--- src/rtl/pipe_trace_pkg.sv ---
// rtl/pipe_trace_pkg.sv - shared state encodings and width helpers for the pipeline trace buffer
package pipe_trace_pkg;

  typedef enum logic [1:0] {
    ST_IDLE    = 2'd0,
    ST_ARMED   = 2'd1,
    ST_POST    = 2'd2,
    ST_READOUT = 2'd3
  } trace_state_e;

  // count must be able to hold DEPTH itself, hence one bit more than the pointers
  function automatic int count_width(input int depth);
    return $clog2(depth) + 1;
  endfunction

endpackage

--- src/rtl/trace_ram.sv ---
// rtl/trace_ram.sv - DEPTH x DW trace storage, synchronous write, asynchronous read, no reset
module trace_ram #(
  parameter int DEPTH = 16,
  parameter int DW    = 256
) (
  input  logic                     clk,
  input  logic                     we,
  input  logic [$clog2(DEPTH)-1:0] waddr,
  input  logic [DW-1:0]            wdata,
  input  logic [$clog2(DEPTH)-1:0] raddr,
  output logic [DW-1:0]            rdata
);

  logic [DW-1:0] mem [DEPTH];

  always_ff @(posedge clk) begin
    if (we) begin
      mem[waddr] <= wdata;
    end
  end

  assign rdata = mem[raddr];

endmodule

--- src/rtl/pipe_trace_buffer.sv ---
// rtl/pipe_trace_buffer.sv - circular probe capture with trigger, post-trigger window and oldest-first readout
module pipe_trace_buffer
  import pipe_trace_pkg::*;
#(
  parameter int CH    = 8,
  parameter int W     = 32,
  parameter int DEPTH = 16,
  parameter int POST  = 8
) (
  input  logic                          clk,
  input  logic                          rst,
  input  logic [CH*W-1:0]               probe,
  input  logic                          sample_en,
  input  logic                          arm,
  input  logic                          trig,
  input  logic                          abort,
  output logic                          rd_valid,
  input  logic                          rd_ready,
  output logic [CH*W-1:0]               rd_data,
  output logic                          rd_last,
  output logic [1:0]                    state,
  output logic [count_width(DEPTH)-1:0] count
);

  localparam int PW = $clog2(DEPTH);
  localparam int CW = count_width(DEPTH);
  localparam int DW = CH * W;

  trace_state_e  state_q;
  logic [PW-1:0] wr_ptr;
  logic [PW-1:0] rd_ptr;
  logic [PW-1:0] post_cnt;

  logic          do_write;
  logic [PW-1:0] wr_ptr_adv;
  logic [CW-1:0] count_adv;
  logic [PW-1:0] rd_ptr_entry;
  logic [DW-1:0] ram_rdata;

  // Pointer and fill level as they will be after this edge's capture, so the
  // readout start can be taken even when the final sample lands on the same edge.
  assign do_write     = (state_q == ST_ARMED || state_q == ST_POST) && sample_en && !abort;
  assign wr_ptr_adv   = do_write ? wr_ptr + PW'(1) : wr_ptr;
  assign count_adv    = (do_write && count != CW'(DEPTH)) ? count + CW'(1) : count;
  assign rd_ptr_entry = wr_ptr_adv - count_adv[PW-1:0];

  trace_ram #(
    .DEPTH (DEPTH),
    .DW    (DW)
  ) u_ram (
    .clk   (clk),
    .we    (do_write),
    .waddr (wr_ptr),
    .wdata (probe),
    .raddr (rd_ptr),
    .rdata (ram_rdata)
  );

  always_ff @(posedge clk or negedge rst) begin
    if (!rst) begin
      state_q  <= ST_IDLE;
      wr_ptr   <= '0;
      rd_ptr   <= '0;
      count    <= '0;
      post_cnt <= '0;
    end else if (abort) begin
      state_q  <= ST_IDLE;
      wr_ptr   <= '0;
      count    <= '0;
      post_cnt <= '0;
    end else begin
      case (state_q)
        ST_IDLE: begin
          if (arm) begin
            state_q <= ST_ARMED;
          end
        end
        ST_ARMED: begin
          wr_ptr <= wr_ptr_adv;
          count  <= count_adv;
          if (trig) begin
            post_cnt <= PW'(POST);
            if (POST == 0) begin
              state_q <= ST_READOUT;
              rd_ptr  <= rd_ptr_entry;
            end else begin
              state_q <= ST_POST;
            end
          end
        end
        ST_POST: begin
          wr_ptr <= wr_ptr_adv;
          count  <= count_adv;
          if (sample_en) begin
            post_cnt <= post_cnt - PW'(1);
            if (post_cnt == PW'(1)) begin
              state_q <= ST_READOUT;
              rd_ptr  <= rd_ptr_entry;
            end
          end
        end
        ST_READOUT: begin
          if (count == '0) begin
            state_q  <= ST_IDLE;
            wr_ptr   <= '0;
            post_cnt <= '0;
          end else if (rd_ready) begin
            rd_ptr <= rd_ptr + PW'(1);
            count  <= count - CW'(1);
            if (count == CW'(1)) begin
              state_q  <= ST_IDLE;
              wr_ptr   <= '0;
              post_cnt <= '0;
            end
          end
        end
        default: begin
          state_q <= ST_IDLE;
        end
      endcase
    end
  end

  // Data is gated so stale or never-written RAM words are never visible.
  assign state    = state_q;
  assign rd_valid = (state_q == ST_READOUT) && (count != '0);
  assign rd_last  = rd_valid && (count == CW'(1));
  assign rd_data  = rd_valid ? ram_rdata : '0;

endmodule

--- config.mk ---
export PLATFORM = sky130hd
export DESIGN_NAME = pipe_trace_buffer
export DESIGN_NICKNAME = d
export VERILOG_FILES = /design/src/rtl/pipe_trace_pkg.sv /design/src/rtl/trace_ram.sv /design/src/rtl/pipe_trace_buffer.sv
export SDC_FILE = /design/constraint.sdc
export NUM_CORES = 2
export LEC_CHECK = 0
export ABC_CLOCK_PERIOD_IN_PS = 31300
export BUFFER_PORTS_ARGS = -buffer_cell sky130_fd_sc_hd__buf_2
export CAP_MARGIN = 0
export CORE_MARGIN = 4
export CORE_UTILIZATION = 50
export DETAILED_ROUTE_END_ITERATION = 10
export GPL_TIMING_DRIVEN = 0
export PLACE_DENSITY = 0.66
export SKIP_CTS_REPAIR_TIMING = 1
export SYNTH_ARGS = -nofsm -noshare
export SYNTH_HDL_FRONTEND = slang
export SYNTH_SLANG_ARGS = --single-unit
--- constraint.sdc ---
create_clock -name clk -period 31.3 [get_ports clk]
set_input_delay 1.565 -clock clk [delete_from_list [all_inputs] [get_ports clk]]
set_output_delay 1.565 -clock clk [all_outputs]
set_load 0.02 [all_outputs]
==> results.json <==
{
  "cp-start-kind": "flop",
  "ys_seq_area_share_pct": 78.9,
  "cts_tree": "done",
  "core_um2": 312000,
  "grt-ovfl-total": 0,
  "critical_path_class": "reg2out",
  "drc": 0,
  "syn2layout_area_growth_pct": 17.0,
  "final_cell_mix": "4,096 x edfxtp_1, 1,280 x mux4_2, 622 x buf_2, 413 x clkbuf_16, 257 x and2_1",
  "die_area_um2": 322000,
  "setup.worst_path.end": "rd_data[9]",
  "layout.cells.non_filler": 12000,
  "crit_required_ns": 29.74,
  "status": "finished with violations",
  "crit_family": "buffers and inverters",
  "switchingPower_mw": 3.76,
  "relSlewSlack_pct": -0.0846,
  "grt_pass1_vias": 75900,
  "viasPerCell": 6.18,
  "synth-main-ff-cell": "edfxtp_1",
  "endpoint_kind": "primary output",
  "crit_chain": "buf_2 -> clkbuf_1 -> buf_1 -> mux4_2 -> mux4_2 -> and2_1 -> buf_2",
  "hpwl_um": 260000,
  "max_stage_delay_ns": 1.14,
  "antenna_found_initial": 149,
  "period_share_pct": 21.5,
  "startpoint": "rd_ptr[1]$_DFFE_PN0P_",
  "drt-initial-drc-count": 9418,
  "via_count": 74000,
  "worstSkewPairLatency_ns": 0.95,
  "reg2reg_setup_slack_ns": 26.64,
  "critPathSlowestCell": "clkbuf_1",
  "drive_above_1_share_pct": 36.6,
  "die_h_um": 568,
  "fin_crit_ns": 6.71,
  "clockBufferDepth": 4,
  "p_comb_share_pct": 22.5,
  "drt-total-wl_um": 404000,
  "htreeDepth": 5,
  "pin_count": 528,
  "wl_per_cell_um": 33.8,
  "finalWorstSetupSlack_ns": 24.59,
  "intPower_mw": 10.4,
  "peakVddDrop_mv": 0.0531,
  "path_clk_slew_ns": 0.06,
  "holdCritPathClass": "in2async",
  "dpl_worst_slack_ns": 25.52,
  "num_rows": 205,
  "firstDrtPassIters": 6,
  "r2r-start": "state[0]$_DFFE_PN0P_",
  "seq_power_share_pct": 43.5,
  "portBuffers": 526,
  "routabilityCongestion": 0.756,
  "drv_cap": 1,
  "placed_cells": 11100,
  "syn_area_per_cell_um2": 25.4,
  "synthArstFlopShare_pct": 0.462,
  "start_util_pct": 50.2,
  "finalHoldViolCount": 0,
  "maxSlewViolCount": 10,
  "max_slew.worst_pin.slew_ns": 1.50,
  "path_buf_inv": 4,
  "rr_endpoint": "u_ram.mem[3][187]$_DFFE_PP_",
  "setup_tns_ns": 0,
  "failed_checks": "max-capacitance violations, max-slew violations",
  "mostFrequentLayoutCell": "edfxtp_1",
  "ys_types": 49,
  "syn_inst": 6159,
  "yosysWarnings": 0,
  "grt_max_degree": 23,
  "clock_tree.root_cell": "clkbuf_16",
  "leakagePower_nw": 57.5,
  "num-nets-final": 7702,
  "syn_area_um2": 157000,
  "cts_buffers": 409,
  "ys_ff_latch": 4115,
  "clock-sinks": 4115,
  "cp_max_fo": 10,
  "syn-num-nets": 6441,
  "p_sw_share_pct": 26.6,
  "setup_viol": 0,
  "grt_pass1_wl_um": 572000,
  "die_w_um": 568,
  "synth_edf_count": 4096,
  "p_per_area_nw_per_um2": 77.2,
  "rsz0062_at_grt": "no",
  "reg2reg_depth": 14,
  "critical_path_depth": 7,
  "fillers": 21900,
  "fmax_mhz": 149,
  "track_usage_pct": 25.0,
  "final_antenna_net_count": 0,
  "worstPathArrival_ns": 5.15,
  "skew_ns": 0.0491,
  "clkPwrFrac_pct": 34.0
}
[through the flow]
stage	utilization, %	hold WS [ns]	cell area, µm²	total power [mW]
3_3_place_gp	52.7	0.547	164000	9.54
3_5_place_dp	54.4	0.549	170000	9.49
2_1_floorplan	-	0.518	157000	8.41
5_1_grt	58.7	0.548	183000	14.7
4_1_cts	58.6	0.503	183000	14.3
6_report	58.7	0.566	183000	14.1
[Yosys cell counts, drive strengths merged, types with 2 or more instances]
| master | instances | area, µm² |
|---|---|---|
| edfxtp | 4096 | 123000 |
| mux4 | 1280 | 28800 |
| and2 | 257 | 1610 |
| buf | 162 | 856 |
| clkbuf | 162 | 608 |
| nor2 | 26 | 97.6 |
| nand2 | 24 | 90.1 |
| dfrtp | 19 | 475 |
| ha | 18 | 225 |
| inv | 17 | 63.8 |
| a21oi | 11 | 55.1 |
| o21ai | 10 | 50.1 |
| xnor2 | 10 | 87.6 |
| a31oi | 9 | 56.3 |
| nor3 | 8 | 40.0 |
| nand2b | 5 | 31.3 |
| mux2i | 3 | 30.0 |
| nand3 | 3 | 20.0 |
| nand3b | 3 | 22.5 |
| o31ai | 3 | 22.5 |
| xor2 | 3 | 26.3 |
| a22o | 2 | 17.5 |
| nor2b | 2 | 12.5 |
| nor4 | 2 | 12.5 |
| o311ai | 2 | 17.5 |
| or3 | 2 | 12.5 |
| or3b | 2 | 17.5 |
| or4b | 2 | 20.0 |
[registers in the layout, indices dropped and copies added (netlist names)]
name / cells
wr_ptr: 4
count: 5
rd_ptr: 4
u_ram.mem: 4096
post_cnt: 4
state: 2
[power by group through the flow]
stage | Sequential, mW | Clock [mW] | Combinational (mW)
CTS | 6.15 | 4.89 | 3.24
finish | 6.15 | 4.81 | 3.18
global placement | 6.38 | 0 | 3.16
detailed placement | 6.27 | 0 | 3.22
floorplan | 6.31 | 0 | 2.10
global route | 6.15 | 5.14 | 3.36
[logic make-up after synthesis]
kind of cell	Yosys count	share of synthesized area [%]
mux	1284	18.4
xor+xnor	13	0.0727
compound gates	48	0.203
buf+inv	341	0.976
fa+ha+maj	19	0.157
simple gates	339	1.28
flops	4115	78.9
[per-layer routing]
metal	wire length, µm	vias to the layer above	global-route usage [%]
met4	13600	54	7.95
met2	201000	3760	40.6
met5	334	-	0
met3	36100	715	5.48
met1	153000	40000	34.3
li1	-	29400	-
[how the worst min path moves through the flow]
stage	start	endpoint	slack, ns	depth (start not counted)
global placement	post_cnt[1]$_DFFE_PN0P_	post_cnt[1]$_DFFE_PN0P_	0.55	2
global route	rst	count[3]$_DFFE_PN0P_	0.55	1
floorplan	wr_ptr[0]$_DFFE_PN0P_	wr_ptr[0]$_DFFE_PN0P_	0.52	1
finish	rst	count[3]$_DFFE_PN0P_	0.57	1
CTS	rst	count[3]$_DFFE_PN0P_	0.50	1
detailed placement	post_cnt[1]$_DFFE_PN0P_	post_cnt[1]$_DFFE_PN0P_	0.55	2
[cell type report]
cell class	instances	area, µm²	share of cell area [%]
Clock inverter	234	2420	1.32
Antenna cell	70	175	0.0957
Inverter	17	63.8	0.0348
Multi-Input combinational cell	1703	31700	17.3
Sequential cell	4115	123000	67.4
Buffer	324	1480	0.807
Tap cell	4140	5180	2.83
Timing Repair Buffer	850	7930	4.33
Clock buffer	505	10700	5.86
Note: power is estimated with default switching activity, not from simulation.
